$ cat config.mk
export PLATFORM = sky130hd
export DESIGN_NAME = mmio_router_flat
export DESIGN_NICKNAME = d
export VERILOG_FILES = /design/src/rtl/mmio_router_pkg.sv /design/src/rtl/mmio_router_if.sv /design/src/rtl/mmio_router_decode.sv /design/src/rtl/mmio_router.sv /design/src/flat_wrapper.sv
export SDC_FILE = /design/constraint.sdc
export NUM_CORES = 1
export LEC_CHECK = 0
export BUFFER_PORTS_ARGS = -buffer_cell sky130_fd_sc_hd__buf_2
export CAP_MARGIN = 10
export CELL_PAD_IN_SITES_DETAIL_PLACEMENT = 1
export CELL_PAD_IN_SITES_GLOBAL_PLACEMENT = 1
export CORE_AREA = 2 2 135 124
export DETAILED_ROUTE_END_ITERATION = 10
export DIE_AREA = 0 0 137 126
export GPL_TIMING_DRIVEN = 0
export PLACE_DENSITY = 0.9
export SLEW_MARGIN = 20
export SYNTH_ARGS = -nofsm -noshare
export SYNTH_HDL_FRONTEND = slang
export SYNTH_SLANG_ARGS = --single-unit
$ cat constraint.sdc
create_clock -name CLK -period 10.6 [get_ports CLK]
set_input_delay 1.06 -clock CLK [delete_from_list [all_inputs] [get_ports CLK]]
set_output_delay 1.06 -clock CLK [all_outputs]
set_load 0.02 [all_outputs]
$ cat src/rtl/mmio_router_pkg.sv
// Shared constants for the MMIO router: target windows, target indices,
// busy-vector layout and FSM encoding.
package mmio_pkg;

    localparam int NUM_TGT   = 3;
    localparam int TGT_CLINT = 0;
    localparam int TGT_PLIC  = 1;
    localparam int TGT_UART  = 2;
    localparam int BUSY_ERR  = 3;

    localparam logic [31:0] CLINT_BASE = 32'h0200_0000;
    localparam logic [31:0] CLINT_SIZE = 32'h0001_0000;
    localparam logic [31:0] PLIC_BASE  = 32'h0C00_0000;
    localparam logic [31:0] PLIC_SIZE  = 32'h0400_0000;
    localparam logic [31:0] UART_BASE  = 32'h1000_0000;
    localparam logic [31:0] UART_SIZE  = 32'h0000_0100;

    typedef enum logic [1:0] {
        ST_IDLE  = 2'd0,
        ST_ISSUE = 2'd1,
        ST_WAIT  = 2'd2,
        ST_DONE  = 2'd3
    } state_t;

    // Unsigned wrap makes addresses below base land far above size.
    function automatic logic in_window(input logic [31:0] addr,
                                       input logic [31:0] base,
                                       input logic [31:0] size);
        return (addr - base) < size;
    endfunction

endpackage

$ cat src/rtl/mmio_router_if.sv
// Arbiter-side request/response and target-side access signals of the router.
// slave is the router view; master is the surrounding arbiter and targets.
interface mmio_router_if;
    logic [31:0] req_paddr;
    logic        req_le;
    logic        req_we;
    logic [31:0] req_wdata;
    logic [3:0]  busy;
    logic [31:0] rdata;
    logic        err;
    logic [2:0]  tgt_sel;
    logic [31:0] tgt_addr;
    logic        tgt_re;
    logic        tgt_we;
    logic [31:0] tgt_wdata;
    logic [2:0]  tgt_ack;
    logic [31:0] tgt_rdata_clint;
    logic [31:0] tgt_rdata_plic;
    logic [31:0] tgt_rdata_uart;

    modport slave (
        input  req_paddr, req_le, req_we, req_wdata,
        input  tgt_ack, tgt_rdata_clint, tgt_rdata_plic, tgt_rdata_uart,
        output busy, rdata, err, tgt_sel, tgt_addr, tgt_re, tgt_we, tgt_wdata
    );

    modport master (
        output req_paddr, req_le, req_we, req_wdata,
        output tgt_ack, tgt_rdata_clint, tgt_rdata_plic, tgt_rdata_uart,
        input  busy, rdata, err, tgt_sel, tgt_addr, tgt_re, tgt_we, tgt_wdata
    );
endinterface

$ cat src/rtl/mmio_router_decode.sv
// Combinational address decode: physical address to one-hot target,
// unmapped flag and offset within the selected window.
module mmio_decode
    import mmio_pkg::*;
(
    input  logic [31:0]        paddr,
    output logic [NUM_TGT-1:0] sel,
    output logic               unmapped,
    output logic [31:0]        offset
);

    always_comb begin
        sel    = '0;
        offset = '0;
        if (in_window(paddr, CLINT_BASE, CLINT_SIZE)) begin
            sel[TGT_CLINT] = 1'b1;
            offset         = paddr - CLINT_BASE;
        end else if (in_window(paddr, PLIC_BASE, PLIC_SIZE)) begin
            sel[TGT_PLIC] = 1'b1;
            offset        = paddr - PLIC_BASE;
        end else if (in_window(paddr, UART_BASE, UART_SIZE)) begin
            sel[TGT_UART] = 1'b1;
            offset        = paddr - UART_BASE;
        end
    end

    assign unmapped = (sel == '0);

endmodule

$ cat src/rtl/mmio_router.sv
// Dispatches the granted data-port access to CLINT, PLIC or UART and reports
// per-target busy, read data and an error pulse for unmapped or stuck accesses.
//
// state    | meaning
// ---------+-----------------------------------------------------------
// ST_IDLE  | waiting for an armed request
// ST_ISSUE | one-cycle access strobe to the selected target
// ST_WAIT  | strobe done, waiting for ack or timeout
// ST_DONE  | one cycle closing the transaction, busy/tgt_sel drop after
module mmio_router
    import mmio_pkg::*;
#(
    parameter int unsigned TIMEOUT_CYCLES = 255
) (
    input logic          CLK,
    input logic          RST_X,
    mmio_router_if.slave bus
);

    localparam logic [7:0] TMO_LOAD = 8'(TIMEOUT_CYCLES);

    state_t               state, state_nxt;
    logic                 armed, armed_nxt;
    logic                 is_wr, is_wr_nxt;
    logic [3:0]           busy_q, busy_nxt;
    logic [31:0]          rdata_q, rdata_nxt;
    logic                 err_q, err_nxt;
    logic [NUM_TGT-1:0]   sel_q, sel_nxt;
    logic [31:0]          addr_q, addr_nxt;
    logic                 re_q, re_nxt;
    logic                 we_q, we_nxt;
    logic [31:0]          wdata_q, wdata_nxt;
    logic [7:0]           tmo_cnt, tmo_nxt;

    logic [NUM_TGT-1:0]   dec_sel;
    logic                 dec_unmapped;
    logic [31:0]          dec_offset;
    logic                 req_any;
    logic                 ack_hit;
    logic [31:0]          ack_rdata;

    mmio_decode u_decode (
        .paddr    (bus.req_paddr),
        .sel      (dec_sel),
        .unmapped (dec_unmapped),
        .offset   (dec_offset)
    );

    assign req_any = bus.req_le | bus.req_we;
    assign ack_hit = |(bus.tgt_ack & sel_q);

    always_comb begin
        ack_rdata = '0;
        if (sel_q[TGT_CLINT])
            ack_rdata = bus.tgt_rdata_clint;
        else if (sel_q[TGT_PLIC])
            ack_rdata = bus.tgt_rdata_plic;
        else if (sel_q[TGT_UART])
            ack_rdata = bus.tgt_rdata_uart;
    end

    always_comb begin
        state_nxt = state;
        armed_nxt = armed;
        is_wr_nxt = is_wr;
        busy_nxt  = busy_q;
        rdata_nxt = rdata_q;
        err_nxt   = 1'b0;
        sel_nxt   = sel_q;
        addr_nxt  = addr_q;
        re_nxt    = 1'b0;
        we_nxt    = 1'b0;
        wdata_nxt = wdata_q;
        tmo_nxt   = tmo_cnt;

        // A request must be seen low before it can be accepted again.
        if (!req_any)
            armed_nxt = 1'b1;

        unique case (state)
            ST_IDLE: begin
                if (req_any && armed) begin
                    armed_nxt = 1'b0;
                    is_wr_nxt = bus.req_we;
                    wdata_nxt = bus.req_wdata;
                    tmo_nxt   = TMO_LOAD;
                    if (dec_unmapped) begin
                        busy_nxt           = '0;
                        busy_nxt[BUSY_ERR] = 1'b1;
                        err_nxt            = 1'b1;
                        if (!bus.req_we)
                            rdata_nxt = '0;
                        state_nxt = ST_DONE;
                    end else begin
                        busy_nxt  = {1'b0, dec_sel};
                        sel_nxt   = dec_sel;
                        addr_nxt  = dec_offset;
                        re_nxt    = !bus.req_we;
                        we_nxt    = bus.req_we;
                        state_nxt = ST_ISSUE;
                    end
                end
            end
            ST_ISSUE, ST_WAIT: begin
                if (ack_hit) begin
                    if (!is_wr)
                        rdata_nxt = ack_rdata;
                    busy_nxt  = '0;
                    sel_nxt   = '0;
                    state_nxt = ST_DONE;
                end else if (state == ST_ISSUE) begin
                    state_nxt = ST_WAIT;
                end else if (tmo_cnt == 8'd1) begin
                    rdata_nxt = '0;
                    err_nxt   = 1'b1;
                    state_nxt = ST_DONE;
                end else begin
                    tmo_nxt = tmo_cnt - 8'd1;
                end
            end
            ST_DONE: begin
                busy_nxt  = '0;
                sel_nxt   = '0;
                state_nxt = ST_IDLE;
            end
            default: state_nxt = ST_IDLE;
        endcase
    end

    always_ff @(posedge CLK or posedge RST_X) begin
        if (RST_X) begin
            state   <= ST_IDLE;
            armed   <= 1'b1;
            is_wr   <= 1'b0;
            busy_q  <= '0;
            rdata_q <= '0;
            err_q   <= 1'b0;
            sel_q   <= '0;
            addr_q  <= '0;
            re_q    <= 1'b0;
            we_q    <= 1'b0;
            wdata_q <= '0;
            tmo_cnt <= '0;
        end else begin
            state   <= state_nxt;
            armed   <= armed_nxt;
            is_wr   <= is_wr_nxt;
            busy_q  <= busy_nxt;
            rdata_q <= rdata_nxt;
            err_q   <= err_nxt;
            sel_q   <= sel_nxt;
            addr_q  <= addr_nxt;
            re_q    <= re_nxt;
            we_q    <= we_nxt;
            wdata_q <= wdata_nxt;
            tmo_cnt <= tmo_nxt;
        end
    end

    assign bus.busy      = busy_q;
    assign bus.rdata     = rdata_q;
    assign bus.err       = err_q;
    assign bus.tgt_sel   = sel_q;
    assign bus.tgt_addr  = addr_q;
    assign bus.tgt_re    = re_q;
    assign bus.tgt_we    = we_q;
    assign bus.tgt_wdata = wdata_q;

endmodule

$ cat src/flat_wrapper.sv
// flat-port wrapper written by rule: the top's interface ports become plain ports
module mmio_router_flat import mmio_pkg::*;
#(
    parameter int unsigned TIMEOUT_CYCLES = 255
)
  (CLK, RST_X, bus_req_paddr, bus_req_le, bus_req_we, bus_req_wdata, bus_tgt_ack, bus_tgt_rdata_clint, bus_tgt_rdata_plic, bus_tgt_rdata_uart, bus_busy, bus_rdata, bus_err, bus_tgt_sel, bus_tgt_addr, bus_tgt_re, bus_tgt_we, bus_tgt_wdata);
  mmio_router_if bus_i ();
  input logic CLK;
  input logic RST_X;
  input wire logic [$bits(bus_i.req_paddr)-1:0] bus_req_paddr;
  input wire logic [$bits(bus_i.req_le)-1:0] bus_req_le;
  input wire logic [$bits(bus_i.req_we)-1:0] bus_req_we;
  input wire logic [$bits(bus_i.req_wdata)-1:0] bus_req_wdata;
  input wire logic [$bits(bus_i.tgt_ack)-1:0] bus_tgt_ack;
  input wire logic [$bits(bus_i.tgt_rdata_clint)-1:0] bus_tgt_rdata_clint;
  input wire logic [$bits(bus_i.tgt_rdata_plic)-1:0] bus_tgt_rdata_plic;
  input wire logic [$bits(bus_i.tgt_rdata_uart)-1:0] bus_tgt_rdata_uart;
  output wire logic [$bits(bus_i.busy)-1:0] bus_busy;
  output wire logic [$bits(bus_i.rdata)-1:0] bus_rdata;
  output wire logic [$bits(bus_i.err)-1:0] bus_err;
  output wire logic [$bits(bus_i.tgt_sel)-1:0] bus_tgt_sel;
  output wire logic [$bits(bus_i.tgt_addr)-1:0] bus_tgt_addr;
  output wire logic [$bits(bus_i.tgt_re)-1:0] bus_tgt_re;
  output wire logic [$bits(bus_i.tgt_we)-1:0] bus_tgt_we;
  output wire logic [$bits(bus_i.tgt_wdata)-1:0] bus_tgt_wdata;
  assign bus_i.req_paddr = bus_req_paddr;
  assign bus_i.req_le = bus_req_le;
  assign bus_i.req_we = bus_req_we;
  assign bus_i.req_wdata = bus_req_wdata;
  assign bus_i.tgt_ack = bus_tgt_ack;
  assign bus_i.tgt_rdata_clint = bus_tgt_rdata_clint;
  assign bus_i.tgt_rdata_plic = bus_tgt_rdata_plic;
  assign bus_i.tgt_rdata_uart = bus_tgt_rdata_uart;
  assign bus_busy = bus_i.busy;
  assign bus_rdata = bus_i.rdata;
  assign bus_err = bus_i.err;
  assign bus_tgt_sel = bus_i.tgt_sel;
  assign bus_tgt_addr = bus_i.tgt_addr;
  assign bus_tgt_re = bus_i.tgt_re;
  assign bus_tgt_we = bus_i.tgt_we;
  assign bus_tgt_wdata = bus_i.tgt_wdata;
  mmio_router #(.TIMEOUT_CYCLES(TIMEOUT_CYCLES)) u_core (.CLK(CLK), .RST_X(RST_X), .bus(bus_i));
endmodule
==> run summary <==
Kind of end point of the critical path: flop
Share of async-settable or async-resettable flops after synthesis: 100.0%
Fmax: 0.2768 GHz
Initial detailed-routing violation count: 246
Number of synthesized flops with an enable pin: 0
Combined global-route utilization of all metal layers: 22.91%
Vias: 5,558
Floorplan row count: 44
Clock-pin slew reported for the worst setup and hold paths after clock tree synthesis: 0.06 ns
CP arrival: 3.90 ns
Crit Reg-Reg Startpoint: u_core.bus.tgt_sel[0]
Total Routed Length: 20,010 um
Main combinational cell family by area after synthesis: simple AND/OR/NAND/NOR gates
Area share of xor/xnor cells in the synthesized design: 0.8827%
Busiest layer in global routing: met2
Setup repair after global routing missed its margin: no
Count of cells resized by post-cts repair: 0
Final setup violation count: 0
Chip height: 126 um
Share of synthesized cell area in and, or, nand and nor gates: 15.15%
Power per unit of standard cell area: 239.8 nW/um2
Sequential fraction of the synthesis area: 49.62%
Post-synthesis instance area: 5953 um2
Share of post-route cells with drive strength above 1: 43.30%
Start point of the worst hold path: u_core.bus.tgt_wdata[19]
Remaining max-slew budget at the tightest pin: 27.64%
Final worst slack: 6.987 ns
Post-CTS setup repair buffer count: 0
Worst IR Drop VDD: 0.0001413 V
Maximum buffer depth of the clock tree: 2
Global Route met1 Usage: 24.85%
Clk Latency, worst-skew pair: 0.41 ns
Pins over their slew limit: 0
Antenna violations before repair: 2
R2R depth: 7
Static leakage: 4.314 nW
Seq cells post-synth: 118
Number of CTS-inserted buffers: 17
Number of maximum-capacitance constraint violations: 0
Vias per cell: 5.142
Total Die Area: 17,260 um2
Number of top-level pins: 273
Starting Density: 37.55%
Data required time of the critical path: 10.89 ns
Endpoint of the most critical register-to-register path: u_core.bus.rdata[30]
Final core area utilization: 51.74%
Final cycle utilization of the critical path: 34.08%
CORE AREA: 15,860 um2
DRT antenna net count: 0
Average routed wire per standard cell: 18.51 um
Routing usage on met2: 41.56%
Mean instance size in the synthesized netlist: 10.46 um2
Clock tree root driver cell: clkbuf_16
Fin nets: 1,042
Worst-margin pin slew: 1.085 ns
Sum of negative setup slack: 0 ns
Power after layout: 1.967 mW
Global-route met3 utilization: 6.200%
Time the worst path needs with I/O delays and setup: 3.613 ns
Worst Clk Skew: 0.006167 ns
Multiplexer fraction of the synthesized cell area: 13.26%
TritonCTS clock tree: yes
Worst setup slack after placement: 6.588 ns
Adder-cell share of the synthesized area: 3.153%
Area fraction in compound gates after synthesis: 13.75%
Final GP Congestion: 0.8354
Worst setup SP type: input pin
Synthesized instance count: 569
Die outline width: 137 um
Growth of design area from synthesis to finish: 37.79%
Pre-Repair DR Iteration Count: 4
Maximum number of pins on one net before global-route repair: 65
Hold Path Sink: u_core.bus.tgt_wdata[19]
DRC Markers: 0
Total global routing overflow: 0
Yosys warnings: 0
Worst min-delay path class: flop to flop
Final number of hold-violating endpoints: 0
Number of distinct library cells after synthesis: 52
Status: finished, final reports clean
Syn nets: 751
Class of the most critical setup path: input pin to flop
Via count of the first global-routing pass: 6,055
Worst hold stages: 2
Total of hold buffers inserted after clock tree synthesis: 0
Deepest level of the CTS H-tree: 4
Largest fanout on the critical path: 10
Sum of net half-perimeters after detailed placement: 15,290 um
Filler instances: 1,870
Ys flop type: dfrtp_1
Global-route wire length before repair: 30,750 um
Reg-to-reg slack, setup: 7.63 ns
Clock net sink count: 118
Number of buffers added on ports: 271
## cell usage in the layout, fill, tap and decap left out, types with 4 or more instances in the layout
cell type    n
inv_6        5
nor3_1       4
clkbuf_1    28
buf_2      275
dfrtp_1    117
clkbuf_16   17
ha_1        15
nor2_1      47
nand2_1    121
nand2b_1     5
inv_1       16
a221o_1     32
xnor2_1      4
mux2_4      31
o21ai_0     43
nand3_1     12
o2bb2ai_1    4
mux2_2      27
nor4_1       4
a21oi_1      7
## area by class of cell
cell class,instances,area [um2],share of cell area (%)
plain buffers,35,185.2,2.257
diodes,1,2.502,0.03051
inverters,17,68.82,0.8389
well taps,207,259.0,3.157
flip-flops and latches,118,2954,36.01
repair buffers,272,1384,16.87
clock buffers,19,452.9,5.522
clock inverters,13,146.4,1.785
multi-input cells,399,2750,33.53
## routing by layer
metal  wire length, um  up-vias  part of all wire (%)
met5                13        -                 0.065
met4               688        2                   3.4
met3              1402       53                   7.0
met2             10280      216                    51
met1              7619     2707                    38
li1                  -     2580                     -
## state kept, by name (all words and copies together) (netlist names), 2 cells and up
signal / count
u_core.bus.busy: 4
u_core.tmo_cnt: 8
u_core.bus.tgt_wdata: 32
u_core.bus.tgt_sel: 3
u_core.bus.rdata: 32
u_core.bus.tgt_addr: 32
u_core.state: 2
## cell families after synthesis
group	Yosys count
muxes	60
DFF	118
buffers and inverters	52
AOI/OAI and AO/OA	107
adders and majority gates	15
and+or+nand+nor	211
xor gates and xnor gates	6
## critical path, stage by stage
cell and delay [ns]:
buf_2 0.15, inv_1 0.12, ha_1 0.24, nor2b_1 0.22
xnor2_1 0.13, and4_1 0.25, a211oi_2 0.59, nand2b_1 0.20
clkbuf_1 0.25, buf_2 0.31, mux2_2 0.37
## synth_stat cells, types with 2 or more instances
cell type	number	area [um2]
nand2_1	121	454.2
dfrtp_1	117	2928
nor2_1	47	176.4
o21ai_0	43	215.2
a221o_1	32	320.3
mux2_4	31	465.5
clkbuf_1	28	105.1
mux2_2	27	304.0
inv_1	17	63.81
ha_1	15	187.7
nand3_1	12	60.06
a21oi_1	7	35.03
nand2b_1	5	31.28
buf_2	4	20.02
nor3_1	4	20.02
nor4_1	4	25.02
o2bb2ai_1	4	35.03
xnor2_1	4	35.03
and2_1	3	18.77
buf_12	3	60.06
nand4_1	3	18.77
mux2i_1	2	20.02
nand3b_1	2	15.01
nand4b_1	2	17.52
o211ai_1	2	15.01
o31ai_1	2	15.01
or3_1	2	12.51
xor2_1	2	17.52
## per-stage QoR
step	hold slack [ns]	area [um2]	cells
after floorplan	0.4454	5953	569
after global placement	0.4504	7569	1047
after CTS	0.4727	8200	1080
after detailed placement	0.4577	7601	1048
final	0.4662	8203	1081
after global routing	0.4917	8203	1081
## power by group
part	switching, mW	total, mW	internal, mW
Combinational	0.469	0.758	0.289
Clock	0.221	0.582	0.362
Sequential	0.0663	0.627	0.560
Total	0.756	1.97	1.21
## how the worst max path moves through the flow
stage,startpoint,endpoint,slack [ns],depth (start not counted)
finish,bus_req_paddr[28],u_core.bus.tgt_addr[7],6.99,11
global route,bus_req_paddr[28],u_core.bus.tgt_addr[8],6.81,11
CTS,bus_req_paddr[29],u_core.bus.tgt_addr[4],7.01,11
detailed placement,bus_req_paddr[29],u_core.bus.tgt_addr[4],6.59,11
global placement,RST_X,u_core.bus.tgt_wdata[30],4.97,2
floorplan,RST_X,u_core.bus.busy[0],6.41,1
(Power assumes the default switching activity.)
